===== src/rtl/dsp_chain_sop2_acc.sv =====
// Chained sum-of-two-products stages with skewed operands, feeding a group accumulator.
// Optional macro DSP_CHAIN_SAT_EN makes every adder saturate and enables sat_flag reporting.
module dsp_chain_sop2_acc #(
  parameter int NUM_STAGES = 4,
  parameter int DATA_W     = 8,
  parameter int ACC_W      = 32
) (
  input  logic                         clk,
  input  logic                         reset,
  input  logic                         in_valid,
  output logic                         in_ready,
  input  logic                         in_last,
  input  logic [NUM_STAGES*DATA_W-1:0] top_a,
  input  logic [NUM_STAGES*DATA_W-1:0] top_b,
  input  logic [NUM_STAGES*DATA_W-1:0] bot_a,
  input  logic [NUM_STAGES*DATA_W-1:0] bot_b,
  output logic                         out_valid,
  input  logic                         out_ready,
  output logic [ACC_W-1:0]             result,
  output logic                         sat_flag
);

  logic             en;
  logic             in_v_q;
  logic             in_l_q;
  logic [ACC_W-1:0] chain_w [NUM_STAGES];
  logic             v_w     [NUM_STAGES];
  logic             l_w     [NUM_STAGES];
  logic             s_w     [NUM_STAGES];
  logic [ACC_W-1:0] acc;
  logic             acc_sat;
  logic [ACC_W:0]   acc_sum;

  assign en       = !(out_valid && !out_ready);
  assign in_ready = en;

  // Returns {overflow_flag, sum}; the flag can only be set in the saturating build.
  function automatic logic [ACC_W:0] add_sat(input logic [ACC_W-1:0] x, input logic [ACC_W-1:0] y);
    logic [ACC_W:0] r;
`ifdef DSP_CHAIN_SAT_EN
    logic [ACC_W:0] full;
    full = {x[ACC_W-1], x} + {y[ACC_W-1], y};
    if (full[ACC_W] != full[ACC_W-1])
      r = {1'b1, full[ACC_W], {(ACC_W-1){~full[ACC_W]}}};
    else
      r = {1'b0, full[ACC_W-1:0]};
`else
    r = {1'b0, x + y};
`endif
    return r;
  endfunction

  function automatic logic signed [2*DATA_W:0] sx(input logic [DATA_W-1:0] v);
    return {{(DATA_W+1){v[DATA_W-1]}}, v};
  endfunction

  always_ff @(posedge clk) begin
    if (reset) begin
      in_v_q <= 1'b0;
      in_l_q <= 1'b0;
    end else if (en) begin
      in_v_q <= in_valid;
      in_l_q <= in_last;
    end
  end

  for (genvar i = 0; i < NUM_STAGES; i++) begin : g_stage
    // sk[0] is the shared input register; stage i consumes its slice i cycles later.
    logic [4*DATA_W-1:0]      sk [i+1];
    logic [ACC_W-1:0]         chain_q;
    logic [ACC_W-1:0]         prev;
    logic                     v_q, l_q, s_q;
    logic                     pv, pl, ps;
    logic [DATA_W-1:0]        ta, tb, ba, bb;
    logic signed [2*DATA_W:0] sop;
    logic [ACC_W-1:0]         sop_x;
    logic [ACC_W:0]           sum;

    assign {ta, tb, ba, bb} = sk[i];
    assign sop   = sx(ta) * sx(tb) + sx(ba) * sx(bb);
    assign sop_x = {{(ACC_W-2*DATA_W-1){sop[2*DATA_W]}}, sop};

    if (i == 0) begin : g_head
      assign prev = '0;
      assign pv   = in_v_q;
      assign pl   = in_l_q;
      assign ps   = 1'b0;
    end else begin : g_link
      assign prev = chain_w[i-1];
      assign pv   = v_w[i-1];
      assign pl   = l_w[i-1];
      assign ps   = s_w[i-1];
    end

    assign sum = add_sat(prev, sop_x);

    always_ff @(posedge clk) begin
      if (reset) begin
        for (int k = 0; k <= i; k++) sk[k] <= '0;
        chain_q <= '0;
        v_q     <= 1'b0;
        l_q     <= 1'b0;
        s_q     <= 1'b0;
      end else if (en) begin
        sk[0] <= {top_a[i*DATA_W +: DATA_W], top_b[i*DATA_W +: DATA_W],
                  bot_a[i*DATA_W +: DATA_W], bot_b[i*DATA_W +: DATA_W]};
        for (int k = 1; k <= i; k++) sk[k] <= sk[k-1];
        chain_q <= sum[ACC_W-1:0];
        v_q     <= pv;
        l_q     <= pl;
        s_q     <= ps | sum[ACC_W];
      end
    end

    assign chain_w[i] = chain_q;
    assign v_w[i]     = v_q;
    assign l_w[i]     = l_q;
    assign s_w[i]     = s_q;
  end

  assign acc_sum = add_sat(acc, chain_w[NUM_STAGES-1]);

  // Completing a group loads result and restarts acc in the same cycle.
  always_ff @(posedge clk) begin
    if (reset) begin
      acc       <= '0;
      acc_sat   <= 1'b0;
      result    <= '0;
      sat_flag  <= 1'b0;
      out_valid <= 1'b0;
    end else if (en) begin
      if (v_w[NUM_STAGES-1]) begin
        if (l_w[NUM_STAGES-1]) begin
          result    <= acc_sum[ACC_W-1:0];
          sat_flag  <= acc_sat | s_w[NUM_STAGES-1] | acc_sum[ACC_W];
          out_valid <= 1'b1;
          acc       <= '0;
          acc_sat   <= 1'b0;
        end else begin
          acc       <= acc_sum[ACC_W-1:0];
          acc_sat   <= acc_sat | s_w[NUM_STAGES-1] | acc_sum[ACC_W];
          out_valid <= 1'b0;
        end
      end else begin
        out_valid <= 1'b0;
      end
    end
  end

endmodule


===== config.mk =====
export PLATFORM = sky130hd
export DESIGN_NAME = dsp_chain_sop2_acc
export DESIGN_NICKNAME = d
export VERILOG_FILES = /design/src/rtl/dsp_chain_sop2_acc.sv
export SDC_FILE = /design/constraint.sdc
export NUM_CORES = 2
export LEC_CHECK = 0
export ABC_AREA = 0
export ABC_CLOCK_PERIOD_IN_PS = 20800
export CORE_MARGIN = 2
export CORE_UTILIZATION = 35
export DETAILED_ROUTE_END_ITERATION = 12
export GPL_TIMING_DRIVEN = 1
export PLACE_DENSITY = 0.62
export SYNTH_ARGS = -nofsm -noshare
export SYNTH_HDL_FRONTEND = slang
export SYNTH_SLANG_ARGS = --single-unit

===== constraint.sdc =====
create_clock -name clk -period 20.8 [get_ports clk]
set_clock_uncertainty 0.1 [all_clocks]
set_input_delay 5.2 -clock clk [delete_from_list [all_inputs] [get_ports clk]]
set_output_delay 5.2 -clock clk [all_outputs]
set_load 0.01 [all_outputs]

# Word-level counts from Yosys, hierarchy flattened
# Memories as Yosys holds them, arrays and structs flattened.
# Index checks and enable logic that the tools add are counted.
# totals
register_bits,190
ramBits,320
input_bits,133
out_inout_bits,35
wordCells,75
n_memories,4
# classes
add_sub_neg,8
n_mul,8
n_mux,20
bitwise,10
reduce_logical,6
# mem_list
memory,words,width,read_ports,rd_clocked_by_memory_dff,write_ports,line_no,source
g_stage[3].sk,4,32,4,0,4,69,logic [4*DATA_W-1:0] sk [i+1];
g_stage[2].sk,3,32,3,0,3,69,
g_stage[1].sk,2,32,2,0,2,69,
g_stage[0].sk,1,32,1,0,1,69,
# op_table
cell,count
$mux W32,11
$mul A8 B8 Y16,8
$add A32 B32 Y32,3
$add A16 B16 Y17,4
$reduce_or A32 Y1,1
$add A17 B17 Y18,1
$mux W1,9
$or A1 B1 Y1,9
$reduce_and A3 Y1,1
$logic_not A1 Y1,2
$reduce_and A2 Y1,1
$logic_and A1 B1 Y1,1
$not A1 Y1,1

# Logic depth before layout (Yosys ltp)
# logic_depth
word_depth,7
mapped_depth,32
ltp_nobuf,32

# Least setup slack after synthesis
# No wires, ideal clock.
# synth_timing
path_type,input-to-reg
from,input out_ready
to,"memory g_stage[0].sk[0][0] (netlist name), enable pin"
setup_ns,0.668
t_arrival_ns,11.961
t_required_ns,20.032
setup_slack_ns,8.071
path_stages,6
n_path_buf,2
path_cell_list,nor2b_1 -> inv_1 -> nor2_1 -> clkbuf_1 -> clkbuf_1 -> inv_1
# synth_between
elab_chain_len,7
# synth_rtl
element,line_no,source
from (decl),18,"input logic out_ready,"
$logic_not A1 Y1 (*),34,assign en = !(out_valid && !out_ready);
$logic_and A1 B1 Y1 (*),34,
$mux W1 (*),104,end else if (en) begin
$mux W1 (*),98,if (reset) begin
$mux W1 (not written as such) (*),105,"sk[0] <= {top_a[i*DATA_W +: DATA_W], top_b[i*DATA_W +: DATA_W],"
$reduce_or A32 Y1 (no line),--,
$mux W1 (no line) (*),--,
to (decl),69,
# Every way passes the cells marked *; elsewhere a longest branch is shown, timed or not.

# Worst setup path after layout
# layout_timing
from,input out_ready
to,output in_ready
# layout_between
elab_chain_len,3
# layout_rtl
element,line_no,source
$logic_not A1 Y1,34,
$logic_and A1 B1 Y1,34,
$logic_not A1 Y1,34,
to (decl),11,"output logic in_ready,"
# No other way between the ends.

==> summary.md <==
| Metric | Value |
|---|---|
| GRT overflow | `0` |
| Area inside the core boundary | `0.123 sq mm` |
| Starting DRT DRC Count | `1396` |
| Diode count | `0` |
| Relative max-transition margin | `17.1%` |
| Instance count after placement with tap cells included | `5831` |
| Resize count post-CTS | `0` |
| Most used DFF post-synth | `sky130_fd_sc_hd__edfxtp_1` |
| Number of setup buffers added after CTS | `0` |
| CTS H-tree depth | `2` |
| Type of element launching the critical path | `input pin` |
| CP most frequent cell | `sky130_fd_sc_hd__clkdlybuf4s50_1` |
| Cell at the slowest stage of the critical path | `sky130_fd_sc_hd__clkdlybuf4s50_1` |
| Buffers added on ports | `166` |
| Max Buffers Root-to-Sink | `3` |
| CP arrival | `6650 ps` |
| Hold_ws | `350 ps` |
| Hold path cells | `2` |
| Total wire length after detailed routing | `87.8 mm` |
| Core occupancy in the finished layout | `39.5%` |
| Peak VDD IR | `0.0000802 V` |
| Final critical path time including I/O delays and setup | `11950 ps` |
| Synthesized net count | `5160` |
| Cell at the root of the clock tree | `sky130_fd_sc_hd__clkbuf_16` |
| Async set or reset register ratio after synthesis | `0%` |
| Synth top area share | `27.5%` |
| Syn_area_per_cell | `10.5 sq um` |
| Largest net degree at the start of global routing | `178` |
| Total of max-cap violations | `0` |
| Antenna violations before repair | `2` |
| CTS hold repair buffers | `0` |
| Power share of the sequential group | `38.9%` |
| CP Buf/Inv Count | `3` |
| WS Path Type | `input pin to primary output` |
| Total Die Area | `0.127 sq mm` |
| Layout-stage area growth over the synthesis result | `12.4%` |
| Fin cells | `5938` |
| Clock tree from TritonCTS | `yes` |
| Max Freq | `0.0837 GHz` |
| Total of endpoints with negative setup slack in the final report | `0` |
| Net count reported at finish | `5302` |
| Slew at the pin closest to its max-slew limit | `1240 ps` |
| Setup crit end kind | `primary output` |
| Library cell with the largest summed area after synthesis | `sky130_fd_sc_hd__fa_1` |
| Leakage power summed over all cells | `22.1 nW` |
| Most common cell after layout, fill and taps aside | `sky130_fd_sc_hd__inv_1` |
| Via density | `4.62` |
| Final cell area excluding filler cells | `0.0487 sq mm` |
| Total net switching power | `0.950 mW` |
| Share of total power in combinational logic | `27.3%` |
| Num ports | `168` |
| Pins over their slew limit | `0` |
| Internal power component | `2.08 mW` |
| Crit Path Max Fanout | `17` |
| Global routing usage summed across all routing layers | `14.1%` |
| Sum of internal, switching and leakage power | `3.03 mW` |
| Post-synthesis cell count | `4112` |
| Number of register bits inferred by synthesis | `494` |
| Initial Utilization | `35.1%` |
| First-pass iteration count of the detailed router | `5` |
| Data required time at the worst endpoint | `15500 ps` |
| Number of warnings printed during yosys synthesis | `0` |
| Post-synthesis instance area | `0.0433 sq mm` |
| Number of library cell types mapped by synthesis | `78` |
| X dimension of the die | `356 microns` |
| Via count of the first global-routing pass | `28100` |
| Final weighted congestion in routability-driven placement | `0.841` |
| Fraction of the yosys area taken by sequential cells | `30.2%` |
| Clock Power Share | `33.8%` |
| Total half-perimeter wirelength after legalization and detailed placement | `68.7 mm` |
| Setup TNS Final | `0 ps` |
| CTS buffer count | `58` |
| Switching part of the total | `31.3%` |
| Worst path cell trace | `clkdlybuf4s50_1 -> nor2b_4 -> inv_2 -> clkdlybuf4s50_1` |
| Share of final-layout standard cells stronger than drive strength 1 | `3.21%` |
| Number of enable-type register cells in the synthesized netlist | `320` |
| Biggest cell delay along the critical path | `610 ps` |
| Class of the worst hold path | `flop to flop` |
| Overall die height | `356 microns` |
| Final period util | `57.5%` |
| WL/cell | `14.8 microns` |
| Clock transition at the register clock pins on the worst setup and hold paths after CTS | `60 ps` |
| PnR worst setup slack | `8850 ps` |
| Worst reg-to-reg path cell count | `30` |
| Worst skew pair latency | `680 ps` |
| Sinks on Clock Net | `494` |
| Wire length of the first global-routing pass | `145 mm` |
| Pwr dens | `62.3 mW/mm^2` |
| Levels on crit path | `4` |
| Outcome | `finished clean` |
| Place WS | `8850 ps` |
| Vias after detailed routing | `27500` |
| Filler cell count in the final layout | `12100` |
| Commonest cells after routing, fill and taps aside | `641 x sky130_fd_sc_hd__inv_1, 635 x sky130_fd_sc_hd__and2_1, 596 x sky130_fd_sc_hd__fa_1, 368 x sky130_fd_sc_hd__nand2_1, 320 x sky130_fd_sc_hd__edfxtp_1` |
| DRC violations left | `0` |
| ANT nets after route | `0` |
| Area contributors post-synth | `sky130_fd_sc_hd__fa_1 28%, sky130_fd_sc_hd__edfxtp_1 22%, sky130_fd_sc_hd__ha_1 9.2%` |
| Number of cell rows | `129` |
| Setup repair after global routing missed its margin | `false` |
| Post-detailed-placement cell area | `0.0468 sq mm` |
| Worst path top cell family by delay | `buffers and inverters` |
| Final Hold Violating Endpoints | `0` |
[power by group through the flow]
stage          registers, mW  logic [mW]  clock network [mW]
2_1_floorplan           1.17       0.638                   0
3_5_place_dp            1.20       0.829                   0
3_3_place_gp            1.20       0.815                   0
4_1_cts                 1.18       0.837                1.06
6_report                1.18       0.829                1.03
5_1_grt                 1.19       0.947                1.09
[path summary, 6_finish.rpt]
| check | startpoint | end | slack [ps] |
|---|---|---|---|
| max | out_ready | in_ready | 8850 |
| min | g_stage[2].chain_q[24] | g_stage[2].chain_q[24] | 350 |
| max reg2reg | g_stage[3].sk[3][15] | g_stage[3].chain_q[31] | 12320 |
| min reg2reg | g_stage[2].chain_q[24] | g_stage[2].chain_q[24] | 350 |
[registers in the layout, summed over array words and instances, names as in the netlist]
signal / count
out_valid: 1
result: 32
g_stage.sk: 320
g_stage.pv: 1
g_stage.chain_q: 99
acc: 32
g_stage.l_q: 4
g_stage.pl: 1
g_stage.v_q: 4
[cells in the mapped netlist, drive strengths merged, types with 6 or more instances]
cell type,instances
nand2b,30
clkbuf,93
a21oi,182
a31oi,10
ha,319
nand2,369
or2,9
nor2b,32
nand4b,9
nand3,30
a2111oi,6
a21boi,8
edfxtp,320
o21bai,11
o211ai,12
a22oi,20
and2,635
nand4,10
a211oi,28
nor3,21
nor2,136
a21o,55
inv,643
fa,596
or3,16
o31a,7
xor2,38
dfxtp,174
o21ai,78
and3,8
xnor2,116
o31ai,7
o21a,16
nand3b,15
[layer usage]
metal	GRT usage [%]	part of all wire [%]	vias to the layer above
li1	-	-	13400
met5	0	0	-
met1	19.3	46	13500
met3	1.78	3.6	104
met4	3.49	2.1	0
met2	23.8	48	391
[layout make-up]
type                            count  area (sq um)  area share (%)
Multi-Input combinational cell   2875         27500            56.4
Sequential cell                   494         13100            26.9
Inverter                          646          2430            4.99
Tap cell                         1637          2050            4.20
Timing Repair Buffer              179          1770            3.63
Clock buffer                       72          1530            3.15
Clock inverter                     35           374           0.768
[kinds of logic (layout without fill, tap and decap cells)]
logic type                 count (synthesis)  count (layout)  share of synthesized area [%]
xor gates and xnor gates                 155             155                           3.17
other                                      1               1                        0.00865
adders and majority gates                915             915                           36.7
AOI/OAI and AO/OA                        468             468                           6.97
muxes                                      1               1                         0.0231
buffers and inverters                    743             932                           6.46
and+or+nand+nor                         1335            1335                           16.4
DFF                                      494             494                           30.2
[worst register-to-register path, delay by kind of cell (launching register included)]
family                   cells  cell delay (ps)
flip-flops                   1              480
XOR/XNOR                     2              490
buffers and inverters        5              330
AO/OA/AOI/OAI               13             2750
AND/OR/NAND/NOR              2              600
adder cells (fa/ha/maj)      8             3660
No activity file was read; power rests on OpenSTA's default activity.
